**config.mk**
```make
export PLATFORM = sky130hd
export DESIGN_NAME = apb_master_bridge_flat
export DESIGN_NICKNAME = d
export VERILOG_FILES = /design/src/rtl/apb_master_bridge_if.sv /design/src/rtl/apb_master_bridge.sv /design/src/flat_wrapper.sv
export SDC_FILE = /design/constraint.sdc
export NUM_CORES = 1
export LEC_CHECK = 0
export BUFFER_PORTS_ARGS = -buffer_cell sky130_fd_sc_hd__buf_4
export CORE_ASPECT_RATIO = 1.5
export CORE_MARGIN = 2
export CORE_UTILIZATION = 48
export CTS_CLUSTER_SIZE = 30
export DETAILED_ROUTE_END_ITERATION = 8
export PLACE_DENSITY = 0.88
export SLEW_MARGIN = 20
export SYNTH_ARGS = -nofsm -noshare
export SYNTH_HDL_FRONTEND = slang
export SYNTH_SLANG_ARGS = --single-unit
```
**constraint.sdc**
```tcl
create_clock -name PCLK -period 2.3 [get_ports PCLK]
set_input_delay 0.46 -clock PCLK [delete_from_list [all_inputs] [get_ports PCLK]]
set_output_delay 0.46 -clock PCLK [all_outputs]
set_load 0.03 [all_outputs]
```
**src/rtl/apb_master_bridge_if.sv**
```systemverilog
// Command, response and APB signal bundle for apb_master_bridge.
// The master modport is the bridge's view; slave is the view of whatever drives commands and models the APB target.
interface apb_master_bridge_if #(
  parameter int WIDTH = 8,
  parameter int DEPTH = 8
);
  localparam int PADDR_WIDTH = $clog2(DEPTH);

  logic                   cmd_valid;
  logic                   cmd_ready;
  logic                   cmd_write;
  logic [PADDR_WIDTH-1:0] cmd_addr;
  logic [WIDTH-1:0]       cmd_wdata;

  logic                   rsp_valid;
  logic                   rsp_ready;
  logic [WIDTH-1:0]       rsp_rdata;
  logic                   rsp_err;

  logic                   PSELx;
  logic                   PENABLE;
  logic                   PWRITE;
  logic [PADDR_WIDTH-1:0] PADDR;
  logic [WIDTH-1:0]       PWDATA;
  logic                   PREADY;
  logic [WIDTH-1:0]       PRDATA;

  modport master (
    input  cmd_valid, cmd_write, cmd_addr, cmd_wdata, rsp_ready, PREADY, PRDATA,
    output cmd_ready, rsp_valid, rsp_rdata, rsp_err, PSELx, PENABLE, PWRITE, PADDR, PWDATA
  );

  modport slave (
    output cmd_valid, cmd_write, cmd_addr, cmd_wdata, rsp_ready, PREADY, PRDATA,
    input  cmd_ready, rsp_valid, rsp_rdata, rsp_err, PSELx, PENABLE, PWRITE, PADDR, PWDATA
  );
endinterface

```
**src/rtl/apb_master_bridge.sv**
```systemverilog
// APB requester: one command at a time through IDLE/SETUP/ACCESS, with a
// registered response and an optional ACCESS-phase timeout.
module apb_master_bridge #(
  parameter int WIDTH   = 8,
  parameter int DEPTH   = 8,
  parameter int TIMEOUT = 16
) (
  input logic                 PCLK,
  input logic                 PRESETn,
  apb_master_bridge_if.master bus
);
  localparam int PADDR_WIDTH = $clog2(DEPTH);
  localparam int CNT_W       = (TIMEOUT > 0) ? $clog2(TIMEOUT + 1) : 1;
  localparam logic [CNT_W-1:0] CNT_LAST = (TIMEOUT > 0) ? CNT_W'(TIMEOUT - 1) : '0;

  typedef enum logic [1:0] {IDLE, SETUP, ACCESS} state_t;

  state_t                 state_q, state_d;
  logic                   psel_q, psel_d;
  logic                   penable_q, penable_d;
  logic                   pwrite_q, pwrite_d;
  logic [PADDR_WIDTH-1:0] paddr_q, paddr_d;
  logic [WIDTH-1:0]       pwdata_q, pwdata_d;
  logic                   rsp_valid_q, rsp_valid_d;
  logic [WIDTH-1:0]       rsp_rdata_q, rsp_rdata_d;
  logic                   rsp_err_q, rsp_err_d;
  logic [CNT_W-1:0]       cnt_q, cnt_d;

  logic cmd_ready;
  logic cmd_hs;
  logic timeout_hit;

  // Wait counter saturates so a stalled slave with the timeout disabled never wraps it.
  function automatic logic [CNT_W-1:0] sat_inc(input logic [CNT_W-1:0] v);
    return (v == {CNT_W{1'b1}}) ? v : v + CNT_W'(1);
  endfunction

  assign cmd_ready   = (state_q == IDLE) && !rsp_valid_q && PRESETn;
  assign cmd_hs      = bus.cmd_valid && cmd_ready;
  assign timeout_hit = (TIMEOUT != 0) && (cnt_q == CNT_LAST);

  always_comb begin
    state_d     = state_q;
    psel_d      = psel_q;
    penable_d   = penable_q;
    pwrite_d    = pwrite_q;
    paddr_d     = paddr_q;
    pwdata_d    = pwdata_q;
    rsp_valid_d = rsp_valid_q;
    rsp_rdata_d = rsp_rdata_q;
    rsp_err_d   = rsp_err_q;
    cnt_d       = cnt_q;

    if (rsp_valid_q && bus.rsp_ready) begin
      rsp_valid_d = 1'b0;
    end

    unique case (state_q)
      IDLE: begin
        if (cmd_hs) begin
          pwrite_d  = bus.cmd_write;
          paddr_d   = bus.cmd_addr;
          pwdata_d  = bus.cmd_wdata;
          psel_d    = 1'b1;
          penable_d = 1'b0;
          state_d   = SETUP;
        end
      end
      SETUP: begin
        penable_d = 1'b1;
        cnt_d     = '0;
        state_d   = ACCESS;
      end
      ACCESS: begin
        if (bus.PREADY) begin
          rsp_rdata_d = pwrite_q ? '0 : bus.PRDATA;
          rsp_err_d   = 1'b0;
          rsp_valid_d = 1'b1;
          psel_d      = 1'b0;
          penable_d   = 1'b0;
          state_d     = IDLE;
        end else begin
          cnt_d = sat_inc(cnt_q);
          if (timeout_hit) begin
            rsp_rdata_d = '0;
            rsp_err_d   = 1'b1;
            rsp_valid_d = 1'b1;
            psel_d      = 1'b0;
            penable_d   = 1'b0;
            state_d     = IDLE;
          end
        end
      end
      default: state_d = IDLE;
    endcase
  end

  always_ff @(posedge PCLK or negedge PRESETn) begin
    if (!PRESETn) begin
      state_q     <= IDLE;
      psel_q      <= 1'b0;
      penable_q   <= 1'b0;
      pwrite_q    <= 1'b0;
      paddr_q     <= '0;
      pwdata_q    <= '0;
      rsp_valid_q <= 1'b0;
      rsp_rdata_q <= '0;
      rsp_err_q   <= 1'b0;
      cnt_q       <= '0;
    end else begin
      state_q     <= state_d;
      psel_q      <= psel_d;
      penable_q   <= penable_d;
      pwrite_q    <= pwrite_d;
      paddr_q     <= paddr_d;
      pwdata_q    <= pwdata_d;
      rsp_valid_q <= rsp_valid_d;
      rsp_rdata_q <= rsp_rdata_d;
      rsp_err_q   <= rsp_err_d;
      cnt_q       <= cnt_d;
    end
  end

  assign bus.cmd_ready = cmd_ready;
  assign bus.PSELx     = psel_q;
  assign bus.PENABLE   = penable_q;
  assign bus.PWRITE    = pwrite_q;
  assign bus.PADDR     = paddr_q;
  assign bus.PWDATA    = pwdata_q;
  assign bus.rsp_valid = rsp_valid_q;
  assign bus.rsp_rdata = rsp_rdata_q;
  assign bus.rsp_err   = rsp_err_q;
endmodule

```
**src/flat_wrapper.sv**
```systemverilog
// flat-port wrapper written by rule: the top's interface ports become plain ports
module apb_master_bridge_flat 
#(
  parameter int WIDTH   = 8,
  parameter int DEPTH   = 8,
  parameter int TIMEOUT = 16
)
  (PCLK, PRESETn, bus_cmd_valid, bus_cmd_write, bus_cmd_addr, bus_cmd_wdata, bus_rsp_ready, bus_PREADY, bus_PRDATA, bus_cmd_ready, bus_rsp_valid, bus_rsp_rdata, bus_rsp_err, bus_PSELx, bus_PENABLE, bus_PWRITE, bus_PADDR, bus_PWDATA);
  apb_master_bridge_if #(.WIDTH(WIDTH), .DEPTH(DEPTH)) bus_i ();
  input logic PCLK;
  input logic PRESETn;
  input wire logic [$bits(bus_i.cmd_valid)-1:0] bus_cmd_valid;
  input wire logic [$bits(bus_i.cmd_write)-1:0] bus_cmd_write;
  input wire logic [$bits(bus_i.cmd_addr)-1:0] bus_cmd_addr;
  input wire logic [$bits(bus_i.cmd_wdata)-1:0] bus_cmd_wdata;
  input wire logic [$bits(bus_i.rsp_ready)-1:0] bus_rsp_ready;
  input wire logic [$bits(bus_i.PREADY)-1:0] bus_PREADY;
  input wire logic [$bits(bus_i.PRDATA)-1:0] bus_PRDATA;
  output wire logic [$bits(bus_i.cmd_ready)-1:0] bus_cmd_ready;
  output wire logic [$bits(bus_i.rsp_valid)-1:0] bus_rsp_valid;
  output wire logic [$bits(bus_i.rsp_rdata)-1:0] bus_rsp_rdata;
  output wire logic [$bits(bus_i.rsp_err)-1:0] bus_rsp_err;
  output wire logic [$bits(bus_i.PSELx)-1:0] bus_PSELx;
  output wire logic [$bits(bus_i.PENABLE)-1:0] bus_PENABLE;
  output wire logic [$bits(bus_i.PWRITE)-1:0] bus_PWRITE;
  output wire logic [$bits(bus_i.PADDR)-1:0] bus_PADDR;
  output wire logic [$bits(bus_i.PWDATA)-1:0] bus_PWDATA;
  assign bus_i.cmd_valid = bus_cmd_valid;
  assign bus_i.cmd_write = bus_cmd_write;
  assign bus_i.cmd_addr = bus_cmd_addr;
  assign bus_i.cmd_wdata = bus_cmd_wdata;
  assign bus_i.rsp_ready = bus_rsp_ready;
  assign bus_i.PREADY = bus_PREADY;
  assign bus_i.PRDATA = bus_PRDATA;
  assign bus_cmd_ready = bus_i.cmd_ready;
  assign bus_rsp_valid = bus_i.rsp_valid;
  assign bus_rsp_rdata = bus_i.rsp_rdata;
  assign bus_rsp_err = bus_i.rsp_err;
  assign bus_PSELx = bus_i.PSELx;
  assign bus_PENABLE = bus_i.PENABLE;
  assign bus_PWRITE = bus_i.PWRITE;
  assign bus_PADDR = bus_i.PADDR;
  assign bus_PWDATA = bus_i.PWDATA;
  apb_master_bridge #(.WIDTH(WIDTH), .DEPTH(DEPTH), .TIMEOUT(TIMEOUT)) u_core (.PCLK(PCLK), .PRESETn(PRESETn), .bus(bus_i));
endmodule
```
---- Word level (Yosys, flattened, before mapping) ----
Index checks and enable logic that the tools add are counted.
operators by class
  add/sub/neg operators ................... 1
  shift operators ......................... 0
  bitwise gates (word level) .............. 0
  equality and inequality tests ........... 8
  multiplexer cells ....................... 22
  multipliers ............................. 0
  magnitude comparators ................... 0
  divide/modulo/power cells ............... 0
  reduce and logical (&&, ||, !) cells .... 16
operators with widths
  cell                 count
  $mux 8               3
  $mux 1               10
  $mux 5               2
  $pmux 5 s2           1
  $reduce_and 3->1     3
  $mux 2               3
  $pmux 2 s3           1
  $reduce_and 2->1     3
  $reduce_bool 2->1    3
  $add 5x1->5 const B  1
  $eq 5x4->1 const B   1
  $eq 5x5->1 const B   1
  $logic_and 1x1->1    4
  $ne 2x2->1 const B   2
  $ne 3x2->1 const B   1
  $pmux 1 s3           1
  $reduce_bool 3->1    1
  $eq 2x1->1 const B   1
  $eq 2x2->1 const B   1
  $logic_not 2->1      1
  $ne 2x1->1 const B   1
  $pmux 1 s2           1
  $logic_not 1->1      1
word-level totals
  output and inout port bits .............. 25
  latch bits .............................. 0
  word-level logic and storage cells ...... 57
  flip-flop bits (word level) ............. 31
  RAM bits ................................ 0
  input port bits ......................... 25
  memories ................................ 0
  memory bits (read-only) ................. 0

---- Logic depth before layout (Yosys ltp) ----
Gate-level depths: netlist of the first run.
  word-level depth ........................ 6
  depth in mapped cells ................... 6
  mapped depth without buffers ............ 6

---- Worst setup path after synthesis of the first run ----
No wires, ideal clock.
  path type ............................... flip-flop to flip-flop
  start ................................... register u_core.cnt_q[0]
  end ..................................... register u_core.cnt_q[3]
  stages on the path, launching flop included .. 7
  setup time .............................. 0.068 ns
  required time ........................... 2.232 ns
  buffers on the path ..................... 0
  period minus slack after synthesis ...... 1.817 ns
  slack ................................... 0.483 ns
  data arrival time ....................... 1.749 ns
  path through ............................ dfrtp_1 -> ha_1 -> and3_1 -> ha_1 -> or2_4 -> or4_1 -> nand3_1
on the way
  word-level cells in the longest chain between the ends .. 4
  elaborated cells on any way between the ends .. 7
  those cells by class .................... 1 x add/sub; 2 x eq/ne; 3 x mux; 1 x reduce/logical
ends and longest elaborated chain
  element                 line                      text
  start, declared         apb_master_bridge.sv:27   logic [CNT_W-1:0] cnt_q, cnt_d;
  start signal, assigned  apb_master_bridge.sv:120  cnt_q <= cnt_d;
  $add 5x1->5             apb_master_bridge.sv:35   return (v == {CNT_W{1'b1}}) ? v : v + CNT_W'(1);
  $mux 5                  apb_master_bridge.sv:35
  $mux 5                  apb_master_bridge.sv:75   if (bus.PREADY) begin
  $pmux 5 s2              apb_master_bridge.sv:58   unique case (state_q)
Parallel ways exist; a longest one is shown, timed or not. The select of a mux whose other input is x is not followed.
A chain may end at the register's enable or synchronous reset.

---- Worst setup path in the final report of the first run ----
  start ................................... input port PRESETn
  end ..................................... output port bus_cmd_ready
on the way
  word-level cells in the longest chain between the ends .. 1
ends and longest elaborated chain
  element            line                     text
  start, declared    flat_wrapper.sv:11       input logic PRESETn;
  $logic_and 1x1->1  apb_master_bridge.sv:38  assign cmd_ready = (state_q == IDLE) && !rsp_valid_q && PRESETn;
  end, declared      flat_wrapper.sv:19       output wire logic [$bits(bus_i.cmd_ready)-1:0] bus_cmd_ready;
No other way between the ends.

==> results of run 1 <==
## cells in the mapped netlist (2+ instances only)
master and number:
nand3_1 2, a21oi_1 5, a21o_1 4, and3_1 2, nor2_1 3, dfrtp_1 31
ha_1 7, nor3_1 2, nand2_1 2, buf_2 2, mux2_2 15, inv_1 7
o21ai_0 3, a31oi_1 2, a22o_1 8
## state kept, by name, indices dropped and copies added, names as in the netlist
register / count
u_core.cnt_q: 5
u_core.bus.PWDATA: 8
u_core.bus.PENABLE: 1
u_core.bus.rsp_err: 1
u_core.bus.PADDR: 3
u_core.state_q: 2
u_core.bus.rsp_valid: 1
u_core.bus.PWRITE: 1
u_core.bus.rsp_rdata: 8
u_core.bus.PSELx: 1
## layer usage
metal	vias to the layer above	global-route usage, %	wire length, um
li1	496	-	-
met1	536	23.1	1190
met2	58	39.2	1680
met3	13	9.38	246
met4	0	10.4	102
met5	-	0	0
## area by class of cell
type	instances	area, um^2	area share, %
Clock buffer	6	82.6	4.34
Clock inverter	2	35.0	1.84
Inverter	7	26.3	1.38
Multi-Input combinational cell	64	534	28.1
Sequential cell	31	776	40.8
Tap cell	37	46.3	2.44
Timing Repair Buffer	53	400	21.1
## path summary, 6_finish.rpt
path                                                             to                                 from  slack [ns]  depth (start not counted)
worst max register to register          u_core.cnt_q[3]$_DFFE_PN0P_          u_core.cnt_q[0]$_DFFE_PN0P_        0.34                          6
min in group asynchronous             u_core.bus.PWRITE$_DFFE_PN0P_                              PRESETn        0.56                          2
worst max-delay path                                  bus_cmd_ready                              PRESETn        0.29                          4
worst min register to register  u_core.bus.rsp_rdata[4]$_DFFE_PN0P_  u_core.bus.rsp_rdata[4]$_DFFE_PN0P_        0.51                          1
max in group asynchronous             u_core.state_q[0]$_DFFE_PN0P_                              PRESETn        1.23                          3
worst min-delay path                 u_core.bus.rsp_valid$_DFF_PN0_                        bus_rsp_ready        0.35                          2
## stage by stage
step                instance area [um^2]  hold WS, ns  cells  utilization, %  setup slack [ns]
global placement                    1770        0.296    191            66.2             0.448
floorplan                           1350        0.164    104               -             0.483
finish                              1900        0.349    200            71.0             0.286
detailed placement                  1770        0.298    191            66.2             0.380
CTS                                 1900        0.347    200            71.0             0.289
global route                        1900        0.345    200            71.0             0.272
## worst reg2reg max path: stages, from the launching register on
cell,delay (ns)
dfrtp_1,0.42
ha_1,0.25
and3_1,0.21
ha_1,0.21
or2_4,0.26
or4_1,0.46
nand3_1,0.09
## logic make-up after synthesis
family,Yosys count
flip-flops,31
AO/OA/AOI/OAI,26
AND/OR/NAND/NOR,16
multiplexers,15
buffers and inverters,9
adder cells (fa/ha/maj),7
## where the power goes
part	total, mW	switching [mW]	internal, mW
Sequential	0.921	0.146	0.775
Combinational	1.34	0.767	0.571
Clock	0.548	0.198	0.350
Total	2.81	1.11	1.70
==> qor.txt, run 1 <==
Status -> complete, no violations
Pin slew with the least headroom to its limit -> 0.583 ns
Most used cell, CP -> buf_4
Hpwl dp -> 2380 um
Row count -> 23
Register area share after synthesis -> 57.6%
Largest family of logic cells by synthesized area -> compound AO/OA/AOI/OAI gates
Worst Setup Start Kind -> input port
FF+latch count, synth -> 31
Initial Util -> 50.3%
HP Class -> input port to flip-flop
Clock skew -> 0.00326 ns
N_diodes -> 0
Final setup violation count -> 0
Die area -> 0.00325 mm^2
Initial antenna violation count -> 0
Max-slew violation count -> 0
Synth Area in Adders -> 6.51%
CP max stage delay -> 0.54 ns
Cts repair resizes -> 0
Vias/cell -> 5.52
Gr ovfl total -> 0
DR pass1 iterations -> 4
CTS sink cnt -> 31
Vias -> 1103
Final Power -> 2.81 mW
Per-cell routed wire length -> 16.1 um
Ys async rst share -> 100%
Yosys top cell by area -> dfrtp_1
Simple-gate portion of the synthesized area -> 7.16%
Hold Buf Count CTS -> 1
Die X -> 47.2 um
Static Leak -> 0.982 nW
Pwr/cell area -> 1480 mW/mm^2
Arrival time at the worst endpoint -> 1.55 ns
Buffers & Inverters on Critical Path -> 3
Fillcell total -> 198
Share of the synthesized area in the top cell type -> 57.6%
Synth top area cells -> dfrtp_1, mux2_2, ha_1
RePlAce Congestion -> 0.798
Largest net degree at the start of global routing -> 24
Avg Cell Area, Syn -> 12.9 um^2
Multiplexer area fraction after synthesis -> 12.5%
Max clock buf depth -> 2
RSZ-0062 raised after global routing -> no
Cell area after synthesis -> 0.00135 mm^2
Layout cell share with drive strength beyond 1 -> 47.2%
Most common cell after layout, fill and taps aside -> buf_4
CTS tree -> yes
Core footprint -> 0.00268 mm^2
Max_slew headroom -> 61.0%
Worst-path fanout max -> 11
Area growth, synth to finish -> 41.2%
Crit Path Category -> input port to primary output
Synth unique cells -> 24
Drt drc -> 0
Clock root buffer -> clkbuf_8
Fin nets -> 194
Critical path's top delay family -> buffers and inverters
Commonest non-fill, non-tap cells in the layout -> buf_4, dfrtp_1, mux2_2
Post-Synth XOR/XNOR Area -> 0%
Post-synth EDFFs -> 0
Period minus WS final -> 2.01 ns
I/O Pins -> 50
IO buf count -> 49
Clock-pin slew on the worst setup and hold paths -> 0.06 ns
TritonCTS Buffers -> 5
Cell count after synthesis -> 104
Critical Path RT -> 1.84 ns
Post-route antenna net violation count -> 0
Slowest cell on the critical path -> dlygate4sd3_1
Synth Net Count -> 136
Highest ir drop seen on vdd -> 1.03 mV
Worst path cell trace -> dlygate4sd3_1 > buf_4 > and3_1 > buf_4
Number of global-route vias before repair -> 1194
Post-Route WL -> 3230 um
First-pass GRT wire length -> 5150 um
Critical Path End Type -> primary output
Max-cap viol count -> 0
GRT Total Usage -> 22.8%
H-tree depth -> 2
Synth Flop Type -> dfrtp_1
Hold Vio Cnt, Final -> 0
Synth Area in Compound Gates -> 13.5%
Fmax achieved -> 0.497 GHz
Final setup TNS -> 0 ns
Setup Buffers After CTS -> 0
Chip height -> 68.9 um
Warnings, synthesis -> 0
Later-pin clock latency in the skew report -> 0.28 ns
Iteration-0 DRC Markers -> 12
Crit share post-route -> 87.6%
(Power assumes the default switching activity.)
==> run 2, diff against run 1 <==
--- a/config.mk
+++ b/config.mk
@@ -11,6 +11,7 @@
 export CORE_UTILIZATION = 48
 export CTS_CLUSTER_SIZE = 30
 export DETAILED_ROUTE_END_ITERATION = 8
+export MAX_ROUTING_LAYER = met4
 export PLACE_DENSITY = 0.88
 export SLEW_MARGIN = 20
 export SYNTH_ARGS = -nofsm -noshare
==> run 2 against run 1 <==
  * Highest routed layer unchanged
  * Critical path type unchanged
  * Non-clock buffer count did not move
  * Clock power about the same
  * Utilization is the same
  * Sequential cell count did not move
  * Largest power group unchanged
  * Combinational power barely moved
  * Final cell count unchanged
==> qor.txt, run 2 (synthesis gave the netlist of run 1 again) <==
Final Power -> 2.81 mW (about the same)
Gr ovfl total -> 0 (unchanged)
Cts repair resizes -> 0 (unchanged)
Met1 Routed Length -> 1220 um (was 1190 um)
Met2 wire length -> 1690 um (was 1680 um)
Flop2flop setup slack -> 0.34 ns (about the same)
Vias/cell -> 5.53 (was 5.52)
H-tree depth -> 2 (unchanged)
Initial antenna violation count -> 0 (unchanged)
Arrival time at the worst endpoint -> 1.55 ns (about the same)
RePlAce Congestion -> 0.810 (was 0.798)
Most common cell after layout, fill and taps aside -> buf_4 (unchanged)
Crit share post-route -> 87.5% (was 87.6%)
Area growth, synth to finish -> 41.2% (unchanged)
Commonest non-fill, non-tap cells in the layout -> buf_4, dfrtp_1, mux2_2 (unchanged)
First-pass GRT wire length -> 5150 um (unchanged)
Status -> complete, no violations (unchanged)
Initial Util -> 50.3% (unchanged)
Max-cap viol count -> 0 (unchanged)
Static Leak -> 0.982 nW (unchanged)
Max Used Layer -> met4 (unchanged)
Met3 wire length -> 204 um (was 246 um)
Number of global-route vias before repair -> 1194 (unchanged)
Layout cell share with drive strength beyond 1 -> 47.2% (unchanged)
RSZ-0062 raised after global routing -> no (unchanged)
CTS tree -> yes (unchanged)
Row count -> 23 (unchanged)
Critical Path RT -> 1.84 ns (about the same)
Largest net degree at the start of global routing -> 24 (unchanged)
Post-route antenna net violation count -> 0 (unchanged)
DR pass1 iterations -> 4 (unchanged)
Pwr/cell area -> 1480 mW/mm^2 (about the same)
Period minus WS final -> 2.01 ns (about the same)
Per-cell routed wire length -> 16.1 um (about the same)
Max-slew violation count -> 0 (unchanged)
Die X -> 47.2 um (unchanged)
Pin slew with the least headroom to its limit -> 0.583 ns (about the same)
Max clock buf depth -> 2 (unchanged)
Clock root buffer -> clkbuf_8 (unchanged)
Final setup violation count -> 0 (unchanged)
Crit Path Category -> input port to primary output (unchanged)
TritonCTS Buffers -> 5 (unchanged)
Max_slew headroom -> 61.0% (about the same)
Fin nets -> 194 (unchanged)
HP Class -> input port to flip-flop (unchanged)
GRT Total Usage -> 23.4% (was 22.8%)
Post-Route WL -> 3220 um (was 3230 um)
Iteration-0 DRC Markers -> 12 (unchanged)
N_diodes -> 0 (unchanged)
Clock-pin slew on the worst setup and hold paths -> 0.06 ns (about the same)
Vias -> 1105 (was 1103)
Clock skew -> 0.00323 ns (was 0.00326 ns)
Fmax achieved -> 0.497 GHz (about the same)
Critical Path End Type -> primary output (unchanged)
IO buf count -> 49 (unchanged)
CTS sink cnt -> 31 (unchanged)
Final setup TNS -> 0 ns (unchanged)
Highest ir drop seen on vdd -> 1.03 mV (about the same)
Chip height -> 68.9 um (unchanged)
I/O Pins -> 50 (unchanged)
Core footprint -> 0.00268 mm^2 (unchanged)
Worst Setup Start Kind -> input port (unchanged)
Drt drc -> 0 (unchanged)
Worst-path fanout max -> 11 (unchanged)
Hold Vio Cnt, Final -> 0 (unchanged)
Hpwl dp -> 2380 um (unchanged)
Later-pin clock latency in the skew report -> 0.28 ns (about the same)
Worst hold slack -> 0.347 ns (was 0.349 ns)
Die area -> 0.00325 mm^2 (unchanged)
==> run 2: final cells by class <==
cell class / instances / area, um^2
clock buffer: 6 / 82.6
clock inverter: 2 / 35.0
fill: 198 / 776
inverter: 7 / 26.3
multi-input combinational: 64 / 534
sequential: 31 / 776
tap: 37 / 46.3
timing repair buffer: 53 / 400
==> run 2: what timing repair did <==
action / in CTS / in global routing
endpoints found under the hold margin: 8 / 0
setup endpoints to repair: 0 / 0
buffers inserted: 0 / 0
hold buffers: 1 / 0
==> run 2: per-stage QoR <==
stage | cells | setup slack [ns] | utilization (%) | cell area (um^2)
floorplan | 104 | 0.483 | - | 1350
global placement | 191 | 0.448 | 66.2 | 1770
detailed placement | 191 | 0.380 | 66.2 | 1770
CTS | 200 | 0.289 | 71.0 | 1900
global route | 200 | 0.272 | 71.0 | 1900
finish | 200 | 0.287 | 71.0 | 1900
==> run 2: worst paths after layout <==
check | endpoint | cells past startpoint | start
hold reg to reg | u_core.bus.rsp_rdata[4]$_DFFE_PN0P_ | 1 | u_core.bus.rsp_rdata[4]$_DFFE_PN0P_
setup / recovery | bus_cmd_ready | 4 | PRESETn
hold / removal | u_core.bus.rsp_valid$_DFF_PN0_ | 2 | bus_rsp_ready
setup reg to reg | u_core.cnt_q[3]$_DFFE_PN0P_ | 6 | u_core.cnt_q[0]$_DFFE_PN0P_
min in group asynchronous | u_core.bus.rsp_valid$_DFF_PN0_ | 2 | PRESETn
max in group asynchronous | u_core.state_q[0]$_DFFE_PN0P_ | 3 | PRESETn
==> run 2: worst max-delay path: stages <==
cell           delay [ns]
dlygate4sd3_1        0.54
buf_4                0.19
and3_1               0.19
buf_4                0.17
==> run 2: per-layer routing <==
metal	GRT usage, %	vias up
li1	-	492
met1	24.3	544
met2	39.2	56
met3	7.55	13
met4	10.4	0
met5	-	-
==> run 2: where the power goes <==
part,internal [mW],switching (mW)
clock,0.350,0.198
sequential,0.775,0.146
combinational,0.571,0.766
==> run 3, diff against run 2 <==
--- a/config.mk
+++ b/config.mk
@@ -13,6 +13,7 @@
 export DETAILED_ROUTE_END_ITERATION = 8
 export MAX_ROUTING_LAYER = met4
 export PLACE_DENSITY = 0.88
+export REMOVE_ABC_BUFFERS = 1
 export SLEW_MARGIN = 20
 export SYNTH_ARGS = -nofsm -noshare
 export SYNTH_HDL_FRONTEND = slang
==> constraint.sdc (replaced) <==
create_clock -name PCLK -period 2.3 [get_ports PCLK]
set_input_delay 0.345 -clock PCLK [delete_from_list [all_inputs] [get_ports PCLK]]
set_output_delay 0.345 -clock PCLK [all_outputs]
set_load 0.03 [all_outputs]
==> run 3 against run 2 <==
  * Sequential power fell by 0.5%
  * Non-clock buffer count unchanged
  * Combinational power about the same
  * Sequential share of layout area stayed put
  * Power fell by 1.1%
  * Final area stayed put
  * Wire length fell by 2.5%
  * Critical path depth grew 2
==> qor.txt, run 3 (synthesis gave the netlist of run 1 again) <==
Status -> complete, no violations (unchanged)
Final Non-Filler Cells -> 200 (unchanged)
IO buf count -> 49 (unchanged)
Row count -> 23 (unchanged)
First-pass GRT wire length -> 5110 um (was 5150 um)
Hold Crit Start -> bus_rsp_ready (unchanged)
Pin slew with the least headroom to its limit -> 0.516 ns (was 0.583 ns)
CTS tree -> yes (unchanged)
Crit share post-route -> 85.1% (was 87.5%)
Commonest non-fill, non-tap cells in the layout -> buf_4, dfrtp_1, mux2_2 (unchanged)
Clock skew -> 0.00267 ns (was 0.00323 ns)
Die area -> 0.00325 mm^2 (unchanged)
Later-pin clock latency in the skew report -> 0.28 ns (about the same)
Critical Path RT -> 2.51 ns (was 1.84 ns)
DR pass1 iterations -> 4 (unchanged)
Cts repair resizes -> 0 (unchanged)
H-tree depth -> 2 (unchanged)
RePlAce Congestion -> 0.744 (was 0.810)
CTS sink cnt -> 31 (unchanged)
Worst-path fanout max -> 5 (was 11)
Final setup violation count -> 0 (unchanged)
Final Util -> 71.0% (unchanged)
Crit Path Category -> flip-flop to flip-flop (was input port to primary output)
I/O Pins -> 50 (unchanged)
Most common cell after layout, fill and taps aside -> buf_4 (unchanged)
N_diodes -> 0 (unchanged)
GRT Total Usage -> 23.6% (was 23.4%)
Clock-pin slew on the worst setup and hold paths -> 0.06 ns (about the same)
Non-Filler Cell Area, Final -> 0.00190 mm^2 (unchanged)
Number of global-route vias before repair -> 1186 (was 1194)
Die X -> 47.2 um (unchanged)
Placement Cell Area -> 0.00177 mm^2 (unchanged)
Chip height -> 68.9 um (unchanged)
Post-route antenna net violation count -> 0 (unchanged)
Reg-to-Reg Start -> u_core.cnt_q[0]$_DFFE_PN0P_ (unchanged)
Layout cell share with drive strength beyond 1 -> 47.2% (unchanged)
Iteration-0 DRC Markers -> 29 (was 12)
Critical Path End Type -> flip-flop (was primary output)
HP Class -> input port to flip-flop (unchanged)
Per-cell routed wire length -> 15.7 um (was 16.1 um)
Clock root buffer -> clkbuf_8 (unchanged)
Max_slew headroom -> 65.5% (was 61.0%)
Max clock buf depth -> 2 (unchanged)
Worst Setup Start Kind -> flip-flop (was input port)
RSZ-0062 raised after global routing -> no (unchanged)
Flop2flop setup slack -> 0.34 ns (about the same)
Pwr/cell area -> 1460 mW/mm^2 (was 1480 mW/mm^2)
Hold Vio Cnt, Final -> 0 (unchanged)
Hold EP -> u_core.bus.rsp_valid$_DFF_PN0_ (unchanged)
Area growth, synth to finish -> 41.2% (unchanged)
Gr ovfl total -> 0 (unchanged)
Core footprint -> 0.00268 mm^2 (unchanged)
Fillcell total -> 201 (was 198)
Fmax achieved -> 0.511 GHz (was 0.497 GHz)
Post-Route WL -> 3140 um (was 3220 um)
Drt drc -> 0 (unchanged)
Max-cap viol count -> 0 (unchanged)
TritonCTS Buffers -> 5 (unchanged)
Vias -> 1064 (was 1105)
Reg2reg end -> u_core.cnt_q[3]$_DFFE_PN0P_ (unchanged)
Setup Buffers After CTS -> 0 (unchanged)
Pre-CTS WS -> 0.381 ns (was 0.380 ns)
Arrival time at the worst endpoint -> 2.17 ns (was 1.55 ns)
Final WS setup -> 0.343 ns (was 0.287 ns)
Vias/cell -> 5.32 (was 5.53)
Final setup TNS -> 0 ns (unchanged)
Highest ir drop seen on vdd -> 1.12 mV (was 1.03 mV)
Initial antenna violation count -> 0 (unchanged)
Max-slew violation count -> 0 (unchanged)
Hold Buf Count CTS -> 1 (unchanged)
Static Leak -> 0.982 nW (unchanged)
Fin nets -> 194 (unchanged)
R2R cell count -> 6 (unchanged)
Cell total after placement -> 191 (unchanged)
Initial Util -> 50.3% (unchanged)
Hold path depth -> 2 (unchanged)
Period minus WS final -> 1.96 ns (was 2.01 ns)
Hpwl dp -> 2400 um (was 2380 um)
Largest net degree at the start of global routing -> 25 (was 24)
==> run 3: cell counts in the layout (fill, tap and decap cells not counted) <==
Identical to the previous run, type by type.
==> run 3: final cells by class <==
| type | count | area [um^2] | area share, % |
|---|---|---|---|
| sequential | 31 | 776 | 40.8 |
| multi-input combinational | 64 | 534 | 28.1 |
| timing repair buffer | 53 | 400 | 21.1 |
| clock buffer | 6 | 82.6 | 4.34 |
| tap | 37 | 46.3 | 2.44 |
| clock inverter | 2 | 35.0 | 1.84 |
| inverter | 7 | 26.3 | 1.38 |
==> run 3: metal layers <==
metal  vias up  part of all wire (%)  track usage [%]
met5         -                     0                -
met4         0                   1.6             9.72
met3         4                   6.7             7.29
met2        42                    57             40.7
met1       524                    35             23.9
li1        494                     -                -
==> run 3: how the worst max path moves through the flow <==
stage	slack, ns	startpoint	to
floorplan	0.48	u_core.cnt_q[0]$_DFFE_PN0P_	u_core.cnt_q[3]$_DFFE_PN0P_
global placement	0.45	u_core.cnt_q[0]$_DFFE_PN0P_	u_core.cnt_q[3]$_DFFE_PN0P_
detailed placement	0.38	u_core.cnt_q[0]$_DFFE_PN0P_	u_core.cnt_q[3]$_DFFE_PN0P_
CTS	0.35	u_core.cnt_q[0]$_DFFE_PN0P_	u_core.cnt_q[3]$_DFFE_PN0P_
global route	0.25	u_core.cnt_q[0]$_DFFE_PN0P_	u_core.cnt_q[3]$_DFFE_PN0P_
finish	0.34	u_core.cnt_q[0]$_DFFE_PN0P_	u_core.cnt_q[3]$_DFFE_PN0P_
==> run 3: where the power goes <==
| group | switching (mW) | total [mW] | internal (mW) |
|---|---|---|---|
| registers | 0.141 | 0.916 | 0.775 |
| logic | 0.749 | 1.32 | 0.568 |
| clock network | 0.193 | 0.543 | 0.350 |
| total | 1.08 | 2.78 | 1.69 |
==> run 3: through the flow <==
stage	total power, mW	hold slack, ns
global route	2.94	0.259
global placement	2.18	0.179
floorplan	1.74	0.0494
CTS	2.81	0.265
detailed placement	2.25	0.180
finish	2.78	0.273
==> run 3: worst max-delay path: stages (launching register included) <==
cell and delay, ns:
dfrtp_1 0.41, ha_1 0.24, and3_1 0.22, ha_1 0.21, or2_4 0.26, or4_1 0.47
nand3_1 0.08
